[src/rtl/aes_ti_pkg.sv]
// Shared constants for the byte-serial 2-share TI AES-128 datapath controllers.
// Latency: n/a (constants and a pure combinational helper function).
// Backpressure: n/a.
package aes_ti_pkg;

    typedef logic [4:0] phase_t;

    // One decryption pass always takes this many cycles, final pass included.
    localparam int PASS_LEN = 25;

    localparam phase_t PH_IDLE      = 5'd0;
    localparam phase_t PH_KS_FIRST  = 5'd1;
    localparam phase_t PH_KS_LAST   = 5'd4;
    localparam phase_t PH_ISR       = 5'd5;
    localparam phase_t PH_KA1_FIRST = 5'd6;
    localparam phase_t PH_KA1_LAST  = 5'd9;
    localparam phase_t PH_KA2_FIRST = 5'd10;
    localparam phase_t PH_KA2_LAST  = 5'd17;
    localparam phase_t PH_KA3_FIRST = 5'd18;
    localparam phase_t PH_KA3_LAST  = 5'd21;
    localparam phase_t PH_IMC_FIRST = 5'd22;
    localparam phase_t PH_IMC_LAST  = phase_t'(PASS_LEN);

    // AES field polynomial x^8 + x^4 + x^3 + x + 1.
    localparam logic [8:0] RCON_POLY = 9'h11B;

    // Division by x in GF(2^8): undoes xtime, walking the Rcon sequence backwards.
    function automatic logic [7:0] inv_xtime(input logic [7:0] rcon);
        logic [8:0] tmp;
        tmp = rcon[0] ? ({1'b0, rcon} ^ RCON_POLY) : {1'b0, rcon};
        return tmp[8:1];
    endfunction

endpackage

[src/rtl/aes_dec_rcon.sv]
// Inverse round-constant register: loads the last-round Rcon, steps it by inv_xtime.
// Latency: new value visible one cycle after a load or step request.
// Backpressure: none; load/step are single-cycle enables from the sequencer.
module aes_dec_rcon
    import aes_ti_pkg::*;
#(
    parameter logic [7:0] RCON_INIT = 8'h36
) (
    input  logic       ClkxCI,
    input  logic       RstxBI,
    input  logic       LoadxSI,
    input  logic       StepxSI,
    output logic [7:0] RconxDO
);

    logic [7:0] RconxDP;
    logic [7:0] RconxDN;

    // Load wins over step; the sequencer never asks for both in one cycle.
    always_comb begin
        RconxDN = RconxDP;
        if (LoadxSI) begin
            RconxDN = RCON_INIT;
        end else if (StepxSI) begin
            RconxDN = inv_xtime(RconxDP);
        end
    end

    // Rcon state register.
    always_ff @(posedge ClkxCI or negedge RstxBI) begin
        if (!RstxBI) begin
            RconxDP <= RCON_INIT;
        end else begin
            RconxDP <= RconxDN;
        end
    end

    assign RconxDO = RconxDP;

endmodule

[src/rtl/aes_dec_ctrl.sv]
// Sequencer for the TI AES-128 inverse cipher: phase/round counters, Rcon, phase strobes.
// Latency: start-sampling edge to DonexSO = NROUNDS*PASS_LEN edges; next start accepted in the Done cycle.
// Backpressure: none; StartxSI is only honoured in IDLE and ignored while busy.
module aes_dec_ctrl
    import aes_ti_pkg::*;
#(
    parameter int         NROUNDS   = 10,
    parameter logic [7:0] RCON_INIT = 8'h36
) (
    input  logic       ClkxCI,
    input  logic       RstxBI,
    input  logic       StartxSI,
    output logic       BusyxSO,
    output logic       DonexSO,
    output logic       StateIDLExS,
    output logic       StateLOADxS,
    output logic       StateKEYSCHEDULExS,
    output logic       StateINVSHIFTROWSxS,
    output logic       StateKEYADDITION1o3xS,
    output logic       StateKEYADDITION2o3xS,
    output logic       StateKEYADDITION3o3xS,
    output logic       doInvMixColumnsxS,
    output logic       LastRoundxSO,
    output logic [3:0] RoundxDO,
    output logic [7:0] RconxDO
);

    phase_t     PhasexDP, PhasexDN;
    logic [3:0] RoundxDP, RoundxDN;
    logic       DonexDP,  DonexDN;
    logic       RconLoadxS;
    logic       RconStepxS;
    logic       IsLastxS;

    assign IsLastxS = (RoundxDP == 4'd1);

    // Next-state logic: advance one phase per cycle, wrap or finish at the end of a pass.
    always_comb begin
        PhasexDN   = PhasexDP;
        RoundxDN   = RoundxDP;
        DonexDN    = 1'b0;
        RconLoadxS = 1'b0;
        RconStepxS = 1'b0;
        if (PhasexDP == PH_IDLE) begin
            if (StartxSI) begin
                PhasexDN   = PH_KS_FIRST;
                RoundxDN   = 4'(NROUNDS);
                RconLoadxS = 1'b1;
            end
        end else if (PhasexDP < PH_IMC_LAST) begin
            PhasexDN = PhasexDP + 5'd1;
            // Next pass's key derivation needs the following Rcon, so step once the
            // key schedule of this pass has consumed the current one.
            if (PhasexDP == PH_KS_LAST) begin
                RconStepxS = 1'b1;
            end
        end else if (PhasexDP == PH_IMC_LAST) begin
            if (IsLastxS) begin
                PhasexDN = PH_IDLE;
                RoundxDN = 4'd0;
                DonexDN  = 1'b1;
            end else begin
                PhasexDN = PH_KS_FIRST;
                RoundxDN = RoundxDP - 4'd1;
            end
        end else begin
            // Unreachable codes: recover quietly without claiming a result.
            PhasexDN = PH_IDLE;
            RoundxDN = 4'd0;
        end
    end

    // State registers: phase, round and the Done pulse.
    always_ff @(posedge ClkxCI or negedge RstxBI) begin
        if (!RstxBI) begin
            PhasexDP <= PH_IDLE;
            RoundxDP <= 4'd0;
            DonexDP  <= 1'b0;
        end else begin
            PhasexDP <= PhasexDN;
            RoundxDP <= RoundxDN;
            DonexDP  <= DonexDN;
        end
    end

    aes_dec_rcon #(
        .RCON_INIT (RCON_INIT)
    ) u_rcon (
        .ClkxCI  (ClkxCI),
        .RstxBI  (RstxBI),
        .LoadxSI (RconLoadxS),
        .StepxSI (RconStepxS),
        .RconxDO (RconxDO)
    );

    // Phase strobes are pure decodes of the registered phase and round.
    assign StateIDLExS           = (PhasexDP == PH_IDLE);
    assign StateLOADxS           = StateIDLExS && StartxSI;
    assign StateKEYSCHEDULExS    = (PhasexDP >= PH_KS_FIRST)  && (PhasexDP <= PH_KS_LAST);
    assign StateINVSHIFTROWSxS   = (PhasexDP == PH_ISR);
    assign StateKEYADDITION1o3xS = (PhasexDP >= PH_KA1_FIRST) && (PhasexDP <= PH_KA1_LAST);
    assign StateKEYADDITION2o3xS = (PhasexDP >= PH_KA2_FIRST) && (PhasexDP <= PH_KA2_LAST);
    assign StateKEYADDITION3o3xS = (PhasexDP >= PH_KA3_FIRST) && (PhasexDP <= PH_KA3_LAST);
    // The last pass skips InvMixColumns but keeps its slot so every pass is equal length.
    assign doInvMixColumnsxS     = (PhasexDP >= PH_IMC_FIRST) && (PhasexDP <= PH_IMC_LAST) && !IsLastxS;

    assign BusyxSO      = !StateIDLExS;
    assign DonexSO      = DonexDP;
    assign LastRoundxSO = IsLastxS;
    assign RoundxDO     = RoundxDP;

endmodule
[config.mk]
export PLATFORM = sky130hd
export DESIGN_NAME = aes_dec_ctrl
export DESIGN_NICKNAME = d
export VERILOG_FILES = /design/src/rtl/aes_ti_pkg.sv /design/src/rtl/aes_dec_rcon.sv /design/src/rtl/aes_dec_ctrl.sv
export SDC_FILE = /design/constraint.sdc
export NUM_CORES = 1
export LEC_CHECK = 0
export ABC_AREA = 1
export BUFFER_PORTS_ARGS = -buffer_cell sky130_fd_sc_hd__buf_4
export CORE_MARGIN = 10
export CORE_UTILIZATION = 56
export CTS_CLUSTER_DIAMETER = 100
export DETAILED_ROUTE_END_ITERATION = 10
export GPL_TIMING_DRIVEN = 1
export MAX_ROUTING_LAYER = met4
export PLACE_DENSITY = 0.83
export SYNTH_ARGS = -nofsm -noshare
export SYNTH_HDL_FRONTEND = slang
export SYNTH_SLANG_ARGS = --single-unit
export TNS_END_PERCENT = 5
[constraint.sdc]
create_clock -name ClkxCI -period 2.2 [get_ports ClkxCI]
set_input_delay 0.11 -clock ClkxCI [delete_from_list [all_inputs] [get_ports ClkxCI]]
set_output_delay 0.11 -clock ClkxCI [all_outputs]
set_load 0.01 [all_outputs]
==> impl_results.md <==
* Status: finished clean
* Leak at 0.000762 uW
* IO Pins at 26
* Max Freq at 0.541 GHz
* Initial antenna violation count at 0
* Clock root buffer: clkbuf_4
* Vias per cell at 5.08
* Sw frac at 0.208
* Crit path capture type: primary output
* Min Tclk post-route at 1.85 ns
* Area of the core at about 0.0019 sq mm
* Post-route ant nets at 0
* Total CTS buffers at 3
* Slew Limit Fails at 0
* Storage cell area at 455 sq um
* Gate power share at 0.020
* # resized after CTS at 0
* CP Max Fanout at 7
* Post-synth top area share at 0.315
* Input/output buffers at 25
* Slew HR at 0.714
* Measured slew at the worst slew-check pin at between 0.4 and 0.5 ns
* Drt drc at 0
* PnR worst setup slack at 0.350 ns
* All-layer global routing usage at 0.130
* CTS Sinks at 18
* Dpl ws at 0.566 ns
* Async set or reset register ratio after synthesis at 1.00
* Layout Nets at between 150 and 200
* Die width at 64.5 um
* Clock Power Share at 0.333
* Maximum VDD drop at 0.238 mV
* Iteration-0 DRC Markers at 65
* Power density over the cells at 381 mW/mm^2
* CP startpoint kind: flop
* Final setup fails at 0
* NetSw at 107 uW
* H-tree depth at 1
* Int Pwr at 405 uW
* Area of the multi-input gates at 543 sq um
* Syn-to-layout area delta at 20.8%
* Register area share after synthesis at 0.410
* CP Class: flop to primary output
* Arrival time at the worst endpoint at 1.74 ns
* Yosys top cell by area: dfrtp_1
* Seq cells post-synth at 18
* First-pass GRT wire length at 4360 um
* Worst hold path type: input port to flop
* Pre-antenna DRT Iters at 4
* Post-Syn Area per Cell at 7.99 sq um
* Worst-case clock buffer depth at 2
* Die area at 0.00417 sq mm
* Flop2flop setup slack at 0.54 ns
* Seq pwr share at 0.647
* RSZ-0062 raised after global routing: no
* YS warnings at 0
* Clock slew at reported path FFs at 0.09 ns
* DP Wirelength at 2030 um
* Wire per inst at 13.4 um
* Syn_nets at 147
* Worst-Skew Late Latency at around 0.29 ns
* Overall routed net length at between 2000 and 3000 um
* Largest net degree at the start of global routing at 19
* Netlist Area Pre-Place at around 0.0011 sq mm
* Fraction of layout cells with a size suffix above 1 at 0.247
* Max_cap viols at 0
* Synth Flop Type: dfrtp_1
* Cell with the most instances after synthesis: nand2_1
* Synth top cells by count: nand2_1 (28), inv_1 (22), dfrtp_1 (14), nor2_1 (14), nand3_1 (11)
* Rows at 16
* Syn Inst Count at 139
* Final worst path period share at 0.841
* Post-synth EDFFs at 0
* DR vias at 981
* Number of global-route vias before repair at between 900 and 1,000
* Setup TNS Final at 0 ns
* Total gr overflow at 0
* Fillers at 161
* Layout Skew at 0.0102 ns
* Required time worst endpoint at about 2.1 ns
* Height of the die at between 60 and 70 um
* Post-CTS Setup Repair Bufs at 0
* CTS tree: built
* Synth top area cells: dfrtp_1 (32%), dfstp_2 (9.5%), nand2_1 (9.5%), inv_1 (7.4%), ha_1 (5.6%)
* Final Hold Vio Count at 0
* Diode count at 0
* Distinct cells, synth at 27
* Initial Util at 0.578
* GP Congestion at 0.863
## sequential cells by signal (all words and copies together) (netlist names)
| register | flops |
|---|---|
| DonexSO | 1 |
| PhasexDP | 5 |
| RoundxDO | 4 |
| u_rcon.RconxDO | 8 |
## logic make-up after synthesis
family | synth area share
compound gates | 0.0969
xor+xnor | 0.0552
fa+ha+maj | 0.0563
buf+inv | 0.101
flops | 0.410
simple gates | 0.280
## path summary, 6_finish.rpt
kind                                                from                       endpoint  cells past startpoint
max                              PhasexDP[0]$_DFFE_PN0P_                    StateLOADxS                      7
min                                             StartxSI        PhasexDP[1]$_DFFE_PN0P_                      4
max reg2reg                      PhasexDP[0]$_DFFE_PN0P_  u_rcon.RconxDO[2]$_DFFE_PN1P_                      8
min reg2reg                u_rcon.RconxDO[5]$_DFFE_PN1P_  u_rcon.RconxDO[4]$_DFFE_PN1P_                      2
max in group asynchronous                         RstxBI  u_rcon.RconxDO[1]$_DFFE_PN1P_                      2
min in group asynchronous                         RstxBI        RoundxDO[2]$_DFFE_PN0P_                      2
## layout by cell type, fill, tap and decap left out, drive strengths merged, types with 3 or more instances in the layout
| cell | netlist | final |
|---|---|---|
| a21oi | 4 | 4 |
| buf | 3 | 25 |
| clkbuf | 0 | 4 |
| dfrtp | 14 | 14 |
| dfstp | 4 | 4 |
| ha | 5 | 5 |
| inv | 23 | 23 |
| nand2 | 31 | 31 |
| nand3 | 13 | 13 |
| nor2 | 16 | 16 |
| nor3 | 3 | 3 |
| o21ai | 7 | 7 |
| o22ai | 3 | 3 |
| xnor2 | 4 | 4 |
| xor2 | 3 | 3 |
## power by group through the flow
stage | logic, uW | registers [uW] | clock network (uW)
finish | 10.3 | 331 | 170
global placement | 9.65 | 337 | 0
CTS | 11.0 | 331 | 170
global route | 12.1 | 331 | 188
detailed placement | 9.68 | 337 | 0
floorplan | 0.0261 | 337 | 0
## layer usage
layer / share of wire / global-route usage
met5: 0 / -
met2: 0.50 / 0.222
met1: 0.46 / 0.149
met4: 0.011 / 0.0455
met3: 0.031 / 0.0241
## cell type report
type	count	area share
multi-input combinational	95	0.404
timing repair buffer	26	0.147
sequential	18	0.339
inverter	23	0.0643
clock buffer	4	0.0196
tap	27	0.0252
## metrics by stage
stage,hold slack [ns],power (uW),cells,cell area (sq um),util
floorplan,-0.186,337,139,1110,-
global placement,-0.0114,347,188,1310,0.680
detailed placement,-0.00848,347,188,1310,0.680
CTS,0.0987,512,193,1340,0.699
global route,0.111,531,193,1340,0.699
finish,0.100,512,193,1340,0.699
## what timing repair did
action | in CTS | in global routing
endpoints found under the setup margin | 0 | 0
hold buffers | 1 | 0
hold endpoints to repair | 18 | 0
## worst max-delay path, stage by stage (launching register included)
cell and delay (ns):
dfrtp_1 0.42, inv_1 0.21, ha_1 0.24, inv_1 0.05
nor2_1 0.14, nand3_2 0.18, inv_1 0.10, buf_4 0.12
Power figures use the tool's default switching activity.
